--- src/rtl/spi_pkg.sv ---
// rtl/spi_pkg.sv - shared SPI slave constants: FSM encoding, mode and timing limits
package spi_pkg;

  typedef logic [1:0] state_t;

  localparam state_t ST_PREFETCH = 2'd0;
  localparam state_t ST_STREAM   = 2'd1;
  localparam state_t ST_CAPTURE  = 2'd2;
  localparam state_t ST_DONE     = 2'd3;

  localparam int CPHA                = 0;
  localparam int MIN_SCLK_PERIOD_CLK = 8;
  localparam int MIN_SS_SETUP_CLK    = 6;

endpackage

--- src/rtl/spi_stream_slave_if.sv ---
// rtl/spi_stream_slave_if.sv - SPI pins plus byte-memory read port of the stream slave
interface spi_stream_slave_if #(
  parameter int ADDR_W = 15
);
  logic              spi_sclk;
  logic              spi_mosi;
  logic              spi_ss_out;
  logic              spi_miso;
  logic              spi_miso_oe;
  logic              mem_rd_en;
  logic [ADDR_W-1:0] mem_rd_addr;
  logic [7:0]        mem_rd_data;

  modport slave (
    input  spi_sclk, spi_mosi, spi_ss_out, mem_rd_data,
    output spi_miso, spi_miso_oe, mem_rd_en, mem_rd_addr
  );

  modport master (
    output spi_sclk, spi_mosi, spi_ss_out, mem_rd_data,
    input  spi_miso, spi_miso_oe, mem_rd_en, mem_rd_addr
  );
endinterface

--- src/rtl/spi_pin_sync.sv ---
// rtl/spi_pin_sync.sv - oversampling synchroniser and CPOL-aware edge detector for SPI pins
module spi_pin_sync #(
  parameter int SYNC_STAGES = 2,
  parameter bit CPOL        = 1'b0
) (
  input  logic clk,
  input  logic rst,
  input  logic sclk_i,
  input  logic mosi_i,
  input  logic ss_n_i,
  output logic sclk_lead_o,
  output logic sclk_trail_o,
  output logic ss_active_o,
  output logic mosi_o
);

  logic [SYNC_STAGES-1:0] sclk_q;
  logic [SYNC_STAGES-1:0] mosi_q;
  logic [SYNC_STAGES-1:0] ss_q;
  logic                   sclk_prev_q;
  logic                   sclk_s;
  logic                   rise;
  logic                   fall;

  // Reset to the idle pin levels so leaving reset never fakes an edge.
  always_ff @(posedge clk) begin
    if (rst) begin
      sclk_q      <= {SYNC_STAGES{CPOL}};
      mosi_q      <= '0;
      ss_q        <= '1;
      sclk_prev_q <= CPOL;
    end else begin
      sclk_q      <= {sclk_q[SYNC_STAGES-2:0], sclk_i};
      mosi_q      <= {mosi_q[SYNC_STAGES-2:0], mosi_i};
      ss_q        <= {ss_q[SYNC_STAGES-2:0], ss_n_i};
      sclk_prev_q <= sclk_q[SYNC_STAGES-1];
    end
  end

  assign sclk_s       = sclk_q[SYNC_STAGES-1];
  assign rise         = sclk_s & ~sclk_prev_q;
  assign fall         = ~sclk_s & sclk_prev_q;
  assign ss_active_o  = ~ss_q[SYNC_STAGES-1];
  assign mosi_o       = mosi_q[SYNC_STAGES-1];
  assign sclk_lead_o  = ss_active_o & (CPOL ? fall : rise);
  assign sclk_trail_o = ss_active_o & (CPOL ? rise : fall);

endmodule

--- src/rtl/spi_stream_slave.sv ---
// rtl/spi_stream_slave.sv - CPHA=0 SPI slave streaming a memory image out, then capturing a result
module spi_stream_slave
  import spi_pkg::*;
#(
  parameter int DATA_BITS    = 160176,
  parameter int RESULT_BYTES = 2,
  parameter int ADDR_W       = 15,
  parameter bit CPOL         = 1'b0,
  parameter int SYNC_STAGES  = 2
) (
  input  logic                      clk,
  input  logic                      rst,
  spi_stream_slave_if.slave         bus,
  output logic [8*RESULT_BYTES-1:0] result_data,
  output logic                      result_valid,
  output logic                      busy,
  output logic                      done
);

  localparam int RES_W     = 8 * RESULT_BYTES;
  localparam int NUM_BYTES = (DATA_BITS + 7) / 8;
  localparam int CNT_W     = $clog2(DATA_BITS + 1);
  localparam int CAP_W     = $clog2(RES_W + 1);
  localparam logic [ADDR_W:0] END_ADDR = (ADDR_W+1)'(NUM_BYTES);

  logic sclk_lead, sclk_trail, ss_active, mosi_s;

  spi_pin_sync #(.SYNC_STAGES(SYNC_STAGES), .CPOL(CPOL)) u_sync (
    .clk          (clk),
    .rst          (rst),
    .sclk_i       (bus.spi_sclk),
    .mosi_i       (bus.spi_mosi),
    .ss_n_i       (bus.spi_ss_out),
    .sclk_lead_o  (sclk_lead),
    .sclk_trail_o (sclk_trail),
    .ss_active_o  (ss_active),
    .mosi_o       (mosi_s)
  );

  state_t             state_q, state_d;
  logic               pf_q, pf_d;
  logic [CNT_W-1:0]   bit_cnt_q, bit_cnt_d;
  logic [2:0]         sub_q, sub_d;
  logic [ADDR_W:0]    next_addr_q, next_addr_d;
  logic [7:0]         shift_q, shift_d;
  logic [7:0]         hold_q, hold_d;
  logic               hold_pend_q, hold_pend_d;
  logic [CAP_W-1:0]   cap_cnt_q, cap_cnt_d;
  logic [RES_W-1:0]   res_sh_q, res_sh_d;
  logic [RES_W-1:0]   result_q, result_d;
  logic               rv_q, rv_d;
  logic               seen_ss_q, seen_ss_d;
  logic               rd_en;
  logic [ADDR_W-1:0]  rd_addr;

  always_comb begin
    state_d     = state_q;
    pf_d        = pf_q;
    bit_cnt_d   = bit_cnt_q;
    sub_d       = sub_q;
    next_addr_d = next_addr_q;
    shift_d     = shift_q;
    hold_d      = hold_q;
    hold_pend_d = 1'b0;
    cap_cnt_d   = cap_cnt_q;
    res_sh_d    = res_sh_q;
    result_d    = result_q;
    rv_d        = 1'b0;
    seen_ss_d   = seen_ss_q | ss_active;
    rd_en       = 1'b0;
    rd_addr     = '0;

    // Memory answers one clk after the strobe; land it in the holding register.
    if (hold_pend_q) hold_d = bus.mem_rd_data;

    case (state_q)
      ST_PREFETCH: begin
        if (!pf_q) begin
          rd_en = 1'b1;
          pf_d  = 1'b1;
        end else begin
          shift_d     = bus.mem_rd_data;
          next_addr_d = (ADDR_W+1)'(2);
          state_d     = ST_STREAM;
          if (NUM_BYTES > 1) begin
            rd_en       = 1'b1;
            rd_addr     = ADDR_W'(1);
            hold_pend_d = 1'b1;
          end
        end
      end
      ST_STREAM: begin
        if (sclk_trail) begin
          if (bit_cnt_q == '0) begin
            state_d = ST_CAPTURE;
          end else begin
            bit_cnt_d = bit_cnt_q - CNT_W'(1);
            if (sub_q == 3'd0) begin
              shift_d = hold_q;
              sub_d   = 3'd7;
              if (next_addr_q < END_ADDR) begin
                rd_en       = 1'b1;
                rd_addr     = next_addr_q[ADDR_W-1:0];
                next_addr_d = next_addr_q + (ADDR_W+1)'(1);
                hold_pend_d = 1'b1;
              end
            end else begin
              shift_d = {shift_q[6:0], 1'b0};
              sub_d   = sub_q - 3'd1;
            end
          end
        end
      end
      ST_CAPTURE: begin
        if (sclk_lead) begin
          res_sh_d  = {res_sh_q[RES_W-2:0], mosi_s};
          cap_cnt_d = cap_cnt_q + CAP_W'(1);
          if (cap_cnt_q == CAP_W'(RES_W - 1)) begin
            result_d = {res_sh_q[RES_W-2:0], mosi_s};
            rv_d     = 1'b1;
            state_d  = ST_DONE;
          end
        end
      end
      default: ;
    endcase
  end

  always_ff @(posedge clk) begin
    if (rst) begin
      state_q     <= ST_PREFETCH;
      pf_q        <= 1'b0;
      bit_cnt_q   <= CNT_W'(DATA_BITS - 1);
      sub_q       <= 3'd7;
      next_addr_q <= '0;
      shift_q     <= '0;
      hold_q      <= '0;
      hold_pend_q <= 1'b0;
      cap_cnt_q   <= '0;
      res_sh_q    <= '0;
      result_q    <= '0;
      rv_q        <= 1'b0;
      seen_ss_q   <= 1'b0;
    end else begin
      state_q     <= state_d;
      pf_q        <= pf_d;
      bit_cnt_q   <= bit_cnt_d;
      sub_q       <= sub_d;
      next_addr_q <= next_addr_d;
      shift_q     <= shift_d;
      hold_q      <= hold_d;
      hold_pend_q <= hold_pend_d;
      cap_cnt_q   <= cap_cnt_d;
      res_sh_q    <= res_sh_d;
      result_q    <= result_d;
      rv_q        <= rv_d;
      seen_ss_q   <= seen_ss_d;
    end
  end

  // The first prefetch strobe is combinational, so mask it while rst is held.
  assign bus.mem_rd_en   = rd_en & ~rst;
  assign bus.mem_rd_addr = rd_addr;
  assign bus.spi_miso    = (state_q == ST_STREAM) & shift_q[7];
  assign bus.spi_miso_oe = ss_active;
  assign result_data     = result_q;
  assign result_valid    = rv_q;
  assign busy            = seen_ss_q & (state_q != ST_DONE);
  assign done            = (state_q == ST_DONE);

endmodule

--- src/flat_wrapper.sv ---
// flat-port wrapper written by rule: the top's interface ports become plain ports
module spi_stream_slave_flat import spi_pkg::*;
#(
  parameter int DATA_BITS    = 160176,
  parameter int RESULT_BYTES = 2,
  parameter int ADDR_W       = 15,
  parameter bit CPOL         = 1'b0,
  parameter int SYNC_STAGES  = 2
)
  (clk, rst, result_data, result_valid, busy, done, bus_spi_sclk, bus_spi_mosi, bus_spi_ss_out, bus_mem_rd_data, bus_spi_miso, bus_spi_miso_oe, bus_mem_rd_en, bus_mem_rd_addr);
  spi_stream_slave_if #(.ADDR_W(ADDR_W)) bus_i ();
  input  logic clk;
  input  logic rst;
  output logic [8*RESULT_BYTES-1:0] result_data;
  output logic result_valid;
  output logic busy;
  output logic done;
  input wire logic [$bits(bus_i.spi_sclk)-1:0] bus_spi_sclk;
  input wire logic [$bits(bus_i.spi_mosi)-1:0] bus_spi_mosi;
  input wire logic [$bits(bus_i.spi_ss_out)-1:0] bus_spi_ss_out;
  input wire logic [$bits(bus_i.mem_rd_data)-1:0] bus_mem_rd_data;
  output wire logic [$bits(bus_i.spi_miso)-1:0] bus_spi_miso;
  output wire logic [$bits(bus_i.spi_miso_oe)-1:0] bus_spi_miso_oe;
  output wire logic [$bits(bus_i.mem_rd_en)-1:0] bus_mem_rd_en;
  output wire logic [$bits(bus_i.mem_rd_addr)-1:0] bus_mem_rd_addr;
  assign bus_i.spi_sclk = bus_spi_sclk;
  assign bus_i.spi_mosi = bus_spi_mosi;
  assign bus_i.spi_ss_out = bus_spi_ss_out;
  assign bus_i.mem_rd_data = bus_mem_rd_data;
  assign bus_spi_miso = bus_i.spi_miso;
  assign bus_spi_miso_oe = bus_i.spi_miso_oe;
  assign bus_mem_rd_en = bus_i.mem_rd_en;
  assign bus_mem_rd_addr = bus_i.mem_rd_addr;
  spi_stream_slave #(.DATA_BITS(DATA_BITS), .RESULT_BYTES(RESULT_BYTES), .ADDR_W(ADDR_W), .CPOL(CPOL), .SYNC_STAGES(SYNC_STAGES)) u_core (.clk(clk), .rst(rst), .bus(bus_i), .result_data(result_data), .result_valid(result_valid), .busy(busy), .done(done));
endmodule
--- config.mk ---
export PLATFORM = sky130hd
export DESIGN_NAME = spi_stream_slave_flat
export DESIGN_NICKNAME = d
export VERILOG_FILES = /design/src/rtl/spi_pkg.sv /design/src/rtl/spi_stream_slave_if.sv /design/src/rtl/spi_pin_sync.sv /design/src/rtl/spi_stream_slave.sv /design/src/flat_wrapper.sv
export SDC_FILE = /design/constraint.sdc
export NUM_CORES = 1
export LEC_CHECK = 0
export CORE_MARGIN = 2
export CORE_UTILIZATION = 50
export DETAILED_ROUTE_END_ITERATION = 8
export GPL_ROUTABILITY_DRIVEN = 0
export PLACE_DENSITY = 0.77
export RECOVER_POWER = 50
export SLEW_MARGIN = 30
export SYNTH_ARGS = -nofsm -noshare
export SYNTH_HDL_FRONTEND = slang
export SYNTH_SLANG_ARGS = --single-unit
--- constraint.sdc ---
create_clock -name clk -period 3.6 [get_ports clk]
set_input_delay 0.72 -clock clk [delete_from_list [all_inputs] [get_ports clk]]
set_output_delay 0.72 -clock clk [all_outputs]
set_load 0.01 [all_outputs]
==> run metrics <==
Synth Register Bits=102; first-pass GRT wire length=16540 um; Avg Cell Area, Syn=8.547 sq um; initial core utilization=51.04%; Worst-Margin Slew=1547 ps; critical path capture point type=primary output; largest net degree at the start of global routing=81; Max-cap violations=1; Worst VDD drop=0.2637 mV; setup TNS=0 ps; synth warn=0; worst-path maximum fanout=17; P per Cell Area=491.8 nW/um^2; Syn Inst Count=544; Leakage Power=2.233 nW; Iteration-0 DRC Markers=152; sequential area share after synthesis=43.92%; Fin. Hold Viols=0; drt wl/cell=13.84 um; final hold slack=416.4 ps; vias per std cell=5.587; Routed WL=9648 um; Area growth syn-to-layout=17.68%; initial antenna violation count=0; Die Span X=100.4 um; TritonRoute pass-1 iters=4; clk sinks=102; Hold Path Class=register to register; vias in the first global route=3721; synthesized area=4649 sq um; Ant. Diodes=0; Synth Flop Type=dfxtp_1; DP Wirelength=6429 um; Tmin final=3314 ps; Max Transition Viols Final=81; Clk pin slew, worst setup/hold paths=100 ps; status=finished with violations; Hold Buf Count CTS=0; Clock Path Buffers=2; IO Pins=50; CP Data Required Time=2880 ps; violated checks=capacitance limit, slew limit; Post-synth ARST share=0%; post-synth cell types=61; FMAX=0.3017 GHz; Root Driver=clkbuf_8; row cnt=35; total die area=10090 sq um; crit path launch type=register; crit path kind=register to primary output; Die H=100.4 um; post-route ant nets=0; Worst EP arrival=2590 ps; r2r setup slk=720 ps; Post-Syn Nets=569; worst reg2reg path depth=8; GR Overflow Total=0; Worst Clk Skew=18.68 ps; vias post-DR=3894; drc violations=0; GRT Total Usage=19.99%; CTS tree=built; Core Area=9109 sq um; Nets=606; Num CTS Buffers=9; CTS H-tree lvls=3; layout cells sized above 1=7.509%; RSZ-0062 raised after global routing=false; Hold Path Cell Cnt=1; Clk Latency, worst-skew pair=380 ps; final period utilization=92.07%; Port Buffers=49; # setup viols final=0; Worst slew margin=-3.130%; fillcell total=791; number of flops mapped to enable cells by yosys=0; Core Util, Final=60.07%
-- synthesized netlist by cell type, types with 6 or more instances --
cell      number  area share (%)
nor4_1         8             1.1
and2_1        18             2.4
o21a_1         7             1.1
or4_1          8             1.3
mux2i_1       19             4.1
a21oi_1       52             5.6
clkbuf_1      22             1.8
nand4_1       10             1.3
o211ai_1      13             2.1
nor2_1        36             2.9
dfxtp_1      102              44
xnor2_1        8             1.5
inv_1         12            0.97
or3_1          6            0.81
o21ai_0       10             1.1
nand2_1      104             8.4
nor2b_1        7            0.94
nor3_1        11             1.2
ha_1          12             3.2
xor2_1         8             1.5
-- flip-flops by register name (all words and copies together) (netlist names) --
signal                     count
u_core.hold_pend_q             1
u_core.state_q                 2
u_core.shift_q                 8
u_core.u_sync.sclk_prev_q      1
u_core.result_valid            1
u_core.hold_q                  8
u_core.result_data            16
u_core.u_sync.sclk_q           2
u_core.res_sh_q               15
u_core.u_sync.mosi_q           2
u_core.sub_q                   3
u_core.u_sync.ss_q             2
u_core.next_addr_q            16
u_core.pf_q                    1
u_core.seen_ss_q               1
u_core.bit_cnt_q              18
u_core.cap_cnt_q               5
-- area by class of cell --
| type | instances | area [sq um] | area share (%) |
|---|---|---|---|
| flip-flops and latches | 102 | 2042 | 37.32 |
| multi-input cells | 399 | 2435 | 44.50 |
| clock buffers | 9 | 123.9 | 2.264 |
| inverters | 12 | 45.04 | 0.8232 |
| repair buffers | 57 | 584.3 | 10.68 |
| well taps | 111 | 138.9 | 2.538 |
| clock inverters | 7 | 102.6 | 1.875 |
-- worst max-delay path, cell delays in order, from the launching register on --
cell and delay, ps:
dfxtp_1 330, inv_1 100, ha_2 200, or3b_1 360
a311o_1 320, a41o_2 280, nor2_4 130, buf_12 140
and2_1 120, dlygate4sd2_1 260
-- layout by cell type, fill, tap and decap left out, types with 11 or more instances in the layout --
cell type | netlist | final
a21oi_1 | 52 | 52
mux2i_1 | 19 | 19
nor2_1 | 36 | 36
clkdlybuf4s50_1 | 0 | 15
dlygate4sd3_1 | 0 | 17
inv_1 | 12 | 12
dlymetal6s2s_1 | 0 | 14
dfxtp_1 | 102 | 102
o211ai_1 | 13 | 13
nand2_1 | 104 | 104
and2_1 | 18 | 17
nor3_1 | 11 | 11
ha_1 | 12 | 11
-- timing repair --
| item | CTS | global route |
|---|---|---|
| pin swaps | 2 | 0 |
| buffers inserted | 2 | 1 |
| gates resized for setup | 3 | 16 |
| endpoints found under the setup margin | 16 | 14 |
-- layer usage --
layer / wire (um) / track usage [%] / share of wire [%]
met1: 4531 / 25.14 / 47
met2: 4661 / 33.25 / 48
met3: 292 / 3.552 / 3.0
met4: 162 / 9.484 / 1.7
met5: 0 / 0 / 0
-- logic make-up (layout without fill, tap and decap cells) --
| group | count (synthesis) | in the layout | synth area share, % |
|---|---|---|---|
| DFF | 102 | 102 | 43.92 |
| buffers and inverters | 43 | 85 | 4.036 |
| and+or+nand+nor | 244 | 244 | 26.86 |
| AOI/OAI and AO/OA | 108 | 108 | 14.85 |
| adders and majority gates | 12 | 12 | 3.229 |
| muxes | 19 | 19 | 4.090 |
| xor gates and xnor gates | 16 | 16 | 3.014 |
-- final timing paths --
| check | endpoint | start |
|---|---|---|
| worst max-delay path | bus_mem_rd_addr[4] | u_core.sub_q[0] |
| worst min-delay path | u_core.u_sync.ss_q[1] | u_core.u_sync.ss_q[0] |
| worst max register to register | u_core.next_addr_q[12] | u_core.state_q[1] |
| worst min register to register | u_core.u_sync.ss_q[1] | u_core.u_sync.ss_q[0] |
-- per-stage QoR --
step	area [sq um]	instances	setup WS, ps	total power, mW
after floorplan	4649	544	816.1	1.776
after global placement	5169	678	287.5	1.908
after detailed placement	5169	678	187.8	1.923
after CTS	5425	696	24.88	2.706
after global routing	5472	697	141.0	2.834
final	5472	697	285.5	2.691
-- where the power goes --
part           total (mW)  switching (mW)  internal [mW]
Clock               0.788           0.442          0.346
Sequential           1.27          0.0621           1.21
Combinational       0.634           0.398          0.237
Power figures use the tool's default switching activity.
